<file path="src/rtl/rr_bus_arbiter4.sv">
// rr_bus_arbiter4 -- four-requester round-robin bus arbiter.
// Samples active-low requests, issues one active-low grant at a time, and
// drives the matching 2-to-4 decoder select/enable so downstream decode and
// grant lines always agree. Each grant is followed by one RELEASE cycle and
// one IDLE cycle before the next grant can be issued.
// Optional feature: define ARB_TIMEOUT_EN to bound each grant to MAX_HOLD
// cycles (forced release, one-cycle TIMEOUT pulse). Without it TIMEOUT is 0
// and a grant is held until DONE or withdrawal.

module rr_bus_arbiter4 #(
    parameter int MAX_HOLD = 15
) (
    input  logic       CLK,
    input  logic       RESET,
    input  logic [3:0] REQ_L,
    input  logic       DONE,
    output logic [3:0] GNT_L,
    output logic [1:0] SEL,
    output logic       EN_L,
    output logic       BUSY,
    output logic       TIMEOUT
);

    // Reject configurations outside the supported hold range at elaboration.
    if ((MAX_HOLD < 2) || (MAX_HOLD > 255)) begin : g_bad_max_hold
        $error("rr_bus_arbiter4: MAX_HOLD must be within 2..255");
    end

    typedef enum logic [1:0] {
        ST_IDLE    = 2'b00,
        ST_GRANT   = 2'b01,
        ST_RELEASE = 2'b10
    } state_t;

    state_t     r_state;
    logic [1:0] r_ptr;
    logic [1:0] r_sel;
    logic [3:0] r_gnt_l;
    logic       r_en_l;
    logic       r_busy;

    state_t     w_state_nxt;
    logic [1:0] w_ptr_nxt;
    logic [1:0] w_sel_nxt;
    logic [3:0] w_gnt_l_nxt;
    logic       w_en_l_nxt;
    logic       w_busy_nxt;

    logic [3:0] w_req;
    logic [7:0] w_req_dbl;
    logic [7:0] w_req_shift;
    logic [3:0] w_req_rot;
    logic [1:0] w_off;
    logic [1:0] w_winner;
    logic       w_any_req;
    logic       w_release;

`ifdef ARB_TIMEOUT_EN
    localparam logic [7:0] HOLD_LIMIT = 8'(MAX_HOLD - 1);

    logic [7:0] r_hc;
    logic       r_timeout;
    logic [7:0] w_hc_nxt;
    logic       w_timeout_nxt;
`endif

    // Requests rotated so bit j is requester (PTR+j) mod 4; the lowest set
    // bit is then the first requester in round-robin search order.
    always_comb begin
        w_req       = ~REQ_L;
        w_req_dbl   = {w_req, w_req};
        w_req_shift = w_req_dbl >> r_ptr;
        w_req_rot   = w_req_shift[3:0];
        w_any_req   = |w_req;
        casez (w_req_rot)
            4'b???1: w_off = 2'd0;
            4'b??10: w_off = 2'd1;
            4'b?100: w_off = 2'd2;
            4'b1000: w_off = 2'd3;
            default: w_off = 2'd0;
        endcase
        w_winner  = r_ptr + w_off;
        w_release = DONE | REQ_L[r_sel];
    end

    // Next-state and next-output computation for the IDLE/GRANT/RELEASE FSM.
    always_comb begin
        w_state_nxt = r_state;
        w_ptr_nxt   = r_ptr;
        w_sel_nxt   = r_sel;
        w_gnt_l_nxt = 4'b1111;
        w_en_l_nxt  = 1'b1;
        w_busy_nxt  = 1'b0;
`ifdef ARB_TIMEOUT_EN
        w_hc_nxt      = r_hc;
        w_timeout_nxt = 1'b0;
`endif
        case (r_state)
            ST_IDLE: begin
                if (w_any_req) begin
                    w_state_nxt = ST_GRANT;
                    w_sel_nxt   = w_winner;
                    w_gnt_l_nxt = ~(4'b0001 << w_winner);
                    w_en_l_nxt  = 1'b0;
                    w_busy_nxt  = 1'b1;
`ifdef ARB_TIMEOUT_EN
                    w_hc_nxt    = 8'd0;
`endif
                end else begin
                    w_state_nxt = ST_IDLE;
                end
            end
            ST_GRANT: begin
                // A genuine release wins over a simultaneous timeout.
                if (w_release) begin
                    w_state_nxt = ST_RELEASE;
                    w_ptr_nxt   = r_sel + 2'd1;
                    w_busy_nxt  = 1'b1;
                end
`ifdef ARB_TIMEOUT_EN
                else if (r_hc == HOLD_LIMIT) begin
                    w_state_nxt   = ST_RELEASE;
                    w_ptr_nxt     = r_sel + 2'd1;
                    w_busy_nxt    = 1'b1;
                    w_timeout_nxt = 1'b1;
                end
`endif
                else begin
                    w_state_nxt = ST_GRANT;
                    w_gnt_l_nxt = ~(4'b0001 << r_sel);
                    w_en_l_nxt  = 1'b0;
                    w_busy_nxt  = 1'b1;
`ifdef ARB_TIMEOUT_EN
                    if (r_hc != 8'hFF) begin
                        w_hc_nxt = r_hc + 8'd1;
                    end else begin
                        w_hc_nxt = r_hc;
                    end
`endif
                end
            end
            ST_RELEASE: begin
                w_state_nxt = ST_IDLE;
            end
            default: begin
                w_state_nxt = ST_IDLE;
            end
        endcase
    end

    // State and registered outputs; synchronous reset overrides everything.
    always_ff @(posedge CLK) begin
        if (RESET) begin
            r_state <= ST_IDLE;
            r_ptr   <= 2'd0;
            r_sel   <= 2'd0;
            r_gnt_l <= 4'b1111;
            r_en_l  <= 1'b1;
            r_busy  <= 1'b0;
        end else begin
            r_state <= w_state_nxt;
            r_ptr   <= w_ptr_nxt;
            r_sel   <= w_sel_nxt;
            r_gnt_l <= w_gnt_l_nxt;
            r_en_l  <= w_en_l_nxt;
            r_busy  <= w_busy_nxt;
        end
    end

`ifdef ARB_TIMEOUT_EN
    // Hold counter and the one-cycle forced-release indicator.
    always_ff @(posedge CLK) begin
        if (RESET) begin
            r_hc      <= 8'd0;
            r_timeout <= 1'b0;
        end else begin
            r_hc      <= w_hc_nxt;
            r_timeout <= w_timeout_nxt;
        end
    end

    assign TIMEOUT = r_timeout;
`else
    assign TIMEOUT = 1'b0;
`endif

    assign GNT_L = r_gnt_l;
    assign SEL   = r_sel;
    assign EN_L  = r_en_l;
    assign BUSY  = r_busy;

endmodule

</file>
<file path="config.mk">
export PLATFORM = sky130hd
export DESIGN_NAME = rr_bus_arbiter4
export DESIGN_NICKNAME = d
export VERILOG_FILES = /design/src/rtl/rr_bus_arbiter4.sv
export SDC_FILE = /design/constraint.sdc
export NUM_CORES = 1
export LEC_CHECK = 0
export ABC_AREA = 1
export CELL_PAD_IN_SITES_DETAIL_PLACEMENT = 2
export CELL_PAD_IN_SITES_GLOBAL_PLACEMENT = 2
export CORE_ASPECT_RATIO = 0.7
export CORE_MARGIN = 5
export CORE_UTILIZATION = 27
export DETAILED_ROUTE_END_ITERATION = 10
export HOLD_SLACK_MARGIN = 0.15
export PLACE_DENSITY = 0.76
export SYNTH_ARGS = -nofsm -noshare
export SYNTH_HDL_FRONTEND = slang
export SYNTH_SLANG_ARGS = --single-unit
export TNS_END_PERCENT = 10
</file>
<file path="constraint.sdc">
create_clock -name CLK -period 2.4 [get_ports CLK]
set_clock_uncertainty 0.1 [all_clocks]
set_input_delay 0.24 -clock CLK [delete_from_list [all_inputs] [get_ports CLK]]
set_output_delay 0.24 -clock CLK [all_outputs]
set_load 0.01 [all_outputs]
</file>
==> impl_results.md, run 1 <==
- Status: finished clean
- Leakage: 0.4956 nW
- Detail Route Antenna Nets: 0
- Setup TNS: 0 ns
- TritonCTS Buffers: 3
- CTS max path bufs: 2
- Starting density of the core: 28.46%
- Total wire length: 2406 µm
- Die height: 55.64 µm
- 1st-pass router iterations: 4
- Max IR drop VDD: 274.5 µV
- Post-Layout Cell Count: 169
- Fin. Hold Viols: 0
- Global-route wire length before repair: 4126 µm
- Period utilization: 91.85%
- CP Data Arrival Time: 2.24 ns
- Post-synth cell types: 23
- GR Overflow Total: 0
- Critical path required time: 2.43 ns
- CP Launch Type: input port
- Buf/Inv on CP: 2
- YS warnings: 0
- Psw: 356.0 µW
- Tot GR Track Use: 13.07%
- Worst skew pair latency: 0.25 ns
- Vias in the first global route: 848
- Layout cells sized above 1: 21.05%
- Syn nets: 128
- Setup CP Type: in2reg
- Commonest non-fill, non-tap cell in the layout: nand2_1
- Post-DR wirelength/cell: 14.24 µm
- Max cap viols: 0
- Slew Viols, Final: 0
- H-tree Lvls: 1
- Diode count: 0
- Drt drc: 0
- Post-DP HPWL: 1965 µm
- Critical path, cell by cell: clkdlybuf4s50_1 > inv_1 > nand2_1 > nand3_1 > a31oi_1 > nor2_1 > ha_1 > xnor2_1 > nand3_2 > nand2_4 > nand3_2 > nand2_1 > nand2_1
- Register area share after synthesis: 29.91%
- Via Count: 786
- Initial antenna violation count: 0
- Critical path capture point type: flip-flop
- Initial DRC count: 4
- Internal power: 538.4 µW
- Area delta synth->final: 28.66%
- F_max: 453.7 MHz
- Filler cells: 331
- Max stage delay on crit path: 0.59 ns
- Synthesized area: 803.3 µm²
- Hold Path Class: reg2reg
- Routability cong.: 0.7605
- Vias per Instance: 4.651
- FP Rows: 16
- Clock Power Share: 25.3%
- Cells after Synth: 116
- Ports: 16
- Synthesized flop and latch total: 12
- Total power: 894.5 µW
- Crit-path slowest cell: clkdlybuf4s50_1
- Num Clock Sinks: 12
- Power per cell area: 865.5 nW/µm²
- Layout net count: 146
- Synthesized area per cell: 6.925 µm²
- Placed cells: 165
- CORE AREA: 2823 µm²
- Comb pwr share: 43.5%
- Reg power frac: 31.1%
- CTS root buffer: clkbuf_8
- Post-route cell area: 1033 µm²
- Die W: 75.19 µm
- Largest net degree at the start of global routing: 10
- Post-layout min period: 2.204 ns
- Port Buffer Count: 14
- CTS tree: yes
- Clk slew on worst S/H paths: 0.06 ns
- Die Area: 4183 µm²
- Commonest cells after routing, fill and taps aside: 32 x nand2_1, 14 x inv_1, 14 x clkdlybuf4s50_1
- Finish-stage setup viols: 0
- Post-DP Area: 977.2 µm²
- Cell mode on critical path: nand2_1
- Cell family with most CP delay: simple AND/OR/NAND/NOR gates
- RSZ-0062 raised after global routing: no
- Sw Ratio: 39.80%
- CP Max Fanout: 5
power by group through the flow:
stage	clock (mW)	combinational, mW	sequential [mW]
2_1_floorplan	0	0.255	0.279
3_3_place_gp	0	0.373	0.282
3_5_place_dp	0	0.391	0.284
4_1_cts	0.231	0.395	0.279
5_1_grt	0.242	0.433	0.288
6_report	0.227	0.389	0.279
registers in the layout, indices dropped and copies added (netlist names):
| register | flops |
|---|---|
| BUSY | 1 |
| GNT_L | 4 |
| EN_L | 1 |
| SEL | 2 |
| r_state | 2 |
| r_ptr | 2 |
final cells by class:
class | instances | area [µm²] | area share, %
Multi-Input combinational cell | 83 | 465.4 | 45.04
Timing Repair Buffer | 15 | 147.6 | 14.29
Tap cell | 36 | 45.04 | 4.358
Inverter | 19 | 78.83 | 7.627
Clock buffer | 4 | 55.05 | 5.327
Sequential cell | 12 | 241.5 | 23.37
through the flow:
step | util (%) | worst slack (ns) | hold slack [ns]
floorplan | - | 0.5485 | 0.2091
detailed placement | 34.62 | -0.06568 | 0.4103
finish | 36.61 | 0.1957 | 0.4361
global placement | 34.62 | 0.04234 | 0.3787
global route | 36.61 | 0.02835 | 0.4592
CTS | 36.57 | 0.1001 | 0.4324
worst reg2reg max path, stage by stage (launching register included):
cell	delay, ns
dfxtp_2	0.49
inv_8	0.07
nand2_1	0.08
nand3_1	0.12
a31oi_1	0.19
nor2_1	0.06
ha_1	0.18
xnor2_1	0.24
nand3_2	0.15
nand2_4	0.13
nand3_2	0.07
nand2_1	0.08
nand2_1	0.05
cell usage after synthesis, drive strengths merged:
cell type   n  share of area [%]
a31oi       1               0.78
nor2        9                5.1
ha          5                7.8
nand4       2                1.6
inv        19                9.8
o21ai       5                4.0
buf         2                2.3
nor4        1               0.78
xnor2       1                1.1
dfxtp      12                 30
nand2      42                 24
conb        1               0.47
a21oi       6                4.2
nand3      10                8.1
routing by layer:
| metal | track usage, % | vias up | wire length, µm |
|---|---|---|---|
| li1 | - | 391 | - |
| met1 | 17.67 | 376 | 1155 |
| met2 | 19.98 | 15 | 1128 |
| met3 | 3.791 | 4 | 87 |
| met4 | 3.741 | 0 | 34 |
| met5 | 0 | - | 0 |
kinds of logic after synthesis:
logic type                 Yosys count  synth area share, %
buffers and inverters               21                12.15
DFF                                 12                29.91
other                                1               0.4668
and+or+nand+nor                     64                39.56
xor gates and xnor gates             1                1.091
AOI/OAI and AO/OA                   12                9.034
adders and majority gates            5                7.788
final timing paths:
check / from / endpoint / slack (ns) / depth (start not counted)
worst max-delay path: REQ_L[2] / GNT_L[2]$_SDFF_PP1_ / 0.20 / 13
worst min-delay path: r_state[1]$_SDFF_PP0_ / GNT_L[2]$_SDFF_PP1_ / 0.44 / 2
worst max register to register: r_ptr[0]$_SDFFE_PP0P_ / GNT_L[2]$_SDFF_PP1_ / 0.30 / 12
worst min register to register: r_state[1]$_SDFF_PP0_ / GNT_L[2]$_SDFF_PP1_ / 0.44 / 2
repair_timing:
action | 4_1_cts | 5_1_grt
hold buffers | 0 | 0
buffers inserted | 0 | 0
setup endpoints to repair | 0 | 4
gates resized for setup | 0 | 1
Note: power is estimated with default switching activity, not from simulation.
==> run 2: changes to the inputs <==
--- a/config.mk
+++ b/config.mk
@@ -6,14 +6,16 @@
 export NUM_CORES = 1
 export LEC_CHECK = 0
 export ABC_AREA = 1
+export ABC_CLOCK_PERIOD_IN_PS = 2400
 export CELL_PAD_IN_SITES_DETAIL_PLACEMENT = 2
 export CELL_PAD_IN_SITES_GLOBAL_PLACEMENT = 2
 export CORE_ASPECT_RATIO = 0.7
 export CORE_MARGIN = 5
-export CORE_UTILIZATION = 27
+export CORE_UTILIZATION = 32
 export DETAILED_ROUTE_END_ITERATION = 10
+export DONT_BUFFER_PORTS = 1
 export HOLD_SLACK_MARGIN = 0.15
-export PLACE_DENSITY = 0.76
+export PLACE_DENSITY = 0.73
 export SYNTH_ARGS = -nofsm -noshare
 export SYNTH_HDL_FRONTEND = slang
 export SYNTH_SLANG_ARGS = --single-unit
==> impl_results.md, run 2 (synthesized netlist as in run 1, its figures left out) <==
- Worst skew pair latency: 0.28 ns (was 0.25 ns)
- Layout cells sized above 1: 23.77% (was 21.05%)
- Initial antenna violation count: 0 (unchanged)
- Critical path required time: 2.46 ns (was 2.43 ns)
- Die height: 51.92 µm (was 55.64 µm)
- Hold Path Class: in2reg (was reg2reg)
- Hold Path Depth: 4 (was 2)
- Status: finished clean (unchanged)
- Commonest non-fill, non-tap cell in the layout: nand2_1 (unchanged)
- Critical path capture point type: flip-flop (unchanged)
- Period utilization: 89.44% (was 91.85%)
- Setup Fix Bufs, Post-CTS: 0 (unchanged)
- Post-layout min period: 2.147 ns (was 2.204 ns)
- CORE AREA: 2440 µm² (was 2823 µm²)
- Die W: 69.89 µm (was 75.19 µm)
- Fin. Hold Viols: 0 (unchanged)
- Post-DR wirelength/cell: 14.99 µm (was 14.24 µm)
- Starting density of the core: 32.92% (was 28.46%)
- Vias in the first global route: 782 (was 848)
- Cell mode on critical path: nand2_4 (was nand2_1)
- Met1 wire length: 1148 µm (was 1155 µm)
- Tot GR Track Use: 13.88% (was 13.07%)
- Die Area: 3628 µm² (was 4183 µm²)
- Slew Viols, Final: 0 (unchanged)
- Layout net count: 135 (was 146)
- H-tree Lvls: 1 (unchanged)
- Buf/Inv on CP: 2 (unchanged)
- FP Rows: 15 (was 16)
- DR WL met2: 1112 µm (was 1128 µm)
- Wire length on met3: 77 µm (was 87 µm)
- Total power: 777.1 µW (was 894.5 µW)
- Max cap viols: 0 (unchanged)
- Crit-path slowest cell: dfxtp_1 (was clkdlybuf4s50_1)
- Drt drc: 0 (unchanged)
- Power per cell area: 863.8 nW/µm² (was 865.5 nW/µm²)
- Top layer in use: met3 (was met4)
- Total wire length: 2339 µm (was 2406 µm)
- Area delta synth->final: 11.99% (was 28.66%)
- Multi-input gate area: 465.4 µm² (unchanged)
- Filler cells: 319 (was 331)
- CP Launch Type: flip-flop (was input port)
- Finish-stage setup viols: 0 (unchanged)
- Setup CP Type: reg2reg (was in2reg)
- Post-DP HPWL: 1846 µm (was 1965 µm)
- Port Buffer Count: 0 (was 14)
- CP Max Fanout: 6 (was 5)
- Max reg flops: 4 (unchanged)
- Cell family with most CP delay: flip-flops (was simple AND/OR/NAND/NOR gates)
- Vias per Instance: 4.776 (was 4.651)
- Via Count: 745 (was 786)
- 1st-pass router iterations: 4 (unchanged)
- Register area: 241.5 µm² (unchanged)
- RSZ-0062 raised after global routing: no (unchanged)
- Routability cong.: 0.8034 (was 0.7605)
- Critical Path Stages: 12 (was 13)
- F_max: 465.8 MHz (was 453.7 MHz)
- Clk slew on worst S/H paths: 0.09 ns (was 0.06 ns)
- FF-to-FF path depth: 12 (unchanged)
- CTS root buffer: clkbuf_4 (was clkbuf_8)
- Initial DRC count: 11 (was 4)
- GR Overflow Total: 0 (unchanged)
- Critical path, cell by cell: inv_2 > nand3_1 > nand2_2 > a31oi_1 > nor2_1 > ha_1 > xnor2_1 > inv_1 > nand2_4 > nand2_4 > o21ai_2 > nand2_1 (was clkdlybuf4s50_1 > inv_1 > nand2_1 > nand3_1 > a31oi_1 > nor2_1 > ha_1 > xnor2_1 > nand3_2 > nand2_4 > nand3_2 > nand2_1 > nand2_1)
- Commonest cells after routing, fill and taps aside: 32 x nand2_1, 14 x inv_1, 11 x dfxtp_1 (was 32 x nand2_1, 14 x inv_1, 14 x clkdlybuf4s50_1)
- Setup TNS: 0 ns (unchanged)
- Max IR drop VDD: 319.0 µV (was 274.5 µV)
- Max stage delay on crit path: 0.49 ns (was 0.59 ns)
- CTS max path bufs: 2 (unchanged)
- CTS tree: yes (unchanged)
- TritonCTS Buffers: 3 (unchanged)
- Diode count: 0 (unchanged)
- CP Data Arrival Time: 2.21 ns (was 2.24 ns)
- Ports: 16 (unchanged)
- Largest net degree at the start of global routing: 9 (was 10)
- Num Clock Sinks: 12 (unchanged)
- Global-route wire length before repair: 3884 µm (was 4126 µm)
- Leakage: 0.4457 nW (was 0.4956 nW)
- Detail Route Antenna Nets: 0 (unchanged)
-- run 2: cell types whose count changed in the layout (fill, tap and decap cells not counted), sizes merged --
cell	delta
dlygate4sd3	+2
clkdlybuf4s50	-14
buf	+1
-- run 2: area by class of cell --
type	count	share of cell area, %
clock buffers	4	4.033
multi-input cells	83	51.74
well taps	34	4.729
flip-flops and latches	12	26.84
repair buffers	4	3.894
inverters	19	8.762
-- run 2: through the flow --
step / instances / instance area, µm² / hold slack (ns) / utilization (%) / worst slack, ns
floorplan: 116 / 803.3 / 0.2091 / - / 0.5485
global placement: 150 / 842.1 / 0.2109 / 34.51 / 0.3271
detailed placement: 150 / 842.1 / 0.2147 / 34.51 / 0.2002
CTS: 156 / 898.4 / 0.1803 / 36.82 / 0.1718
global route: 156 / 899.6 / 0.1964 / 36.87 / 0.04495
finish: 156 / 899.6 / 0.1692 / 36.87 / 0.2533
-- run 2: worst paths after layout --
kind	startpoint	endpoint	slack, ns
worst min register to register	r_state[1]$_SDFF_PP0_	GNT_L[2]$_SDFF_PP1_	0.43
worst max register to register	r_ptr[1]$_SDFFE_PP0P_	GNT_L[1]$_SDFF_PP1_	0.25
worst max-delay path	r_ptr[1]$_SDFFE_PP0P_	GNT_L[1]$_SDFF_PP1_	0.25
worst min-delay path	REQ_L[0]	GNT_L[2]$_SDFF_PP1_	0.17
-- run 2: layer usage --
layer | global-route usage [%] | vias to the layer above
met3 | 4.633 | 0
met4 | 0 | 0
met2 | 23.51 | 10
met1 | 18.36 | 366
met5 | 0 | -
li1 | - | 369
-- run 2: repair_timing --
| action | 4_1_cts | 5_1_grt |
|---|---|---|
| setup endpoints to repair | 0 | 4 |
| gates resized for setup | 0 | 1 |
| hold endpoints to repair | 10 | 0 |
| hold buffers | 2 | 0 |
-- run 2: report_power, final --
part / leakage [nW] / internal [mW] / switching [mW]
combinational: 0.325 / 0.112 / 0.213
clock: 0.0210 / 0.0922 / 0.0728
sequential: 0.0996 / 0.237 / 0.0498
-- run 2: tightest hold or removal path: stages --
cell and delay, ns:
nand4_1 0.10, nand3_2 0.08, nand2_1 0.05, nand2_1 0.04
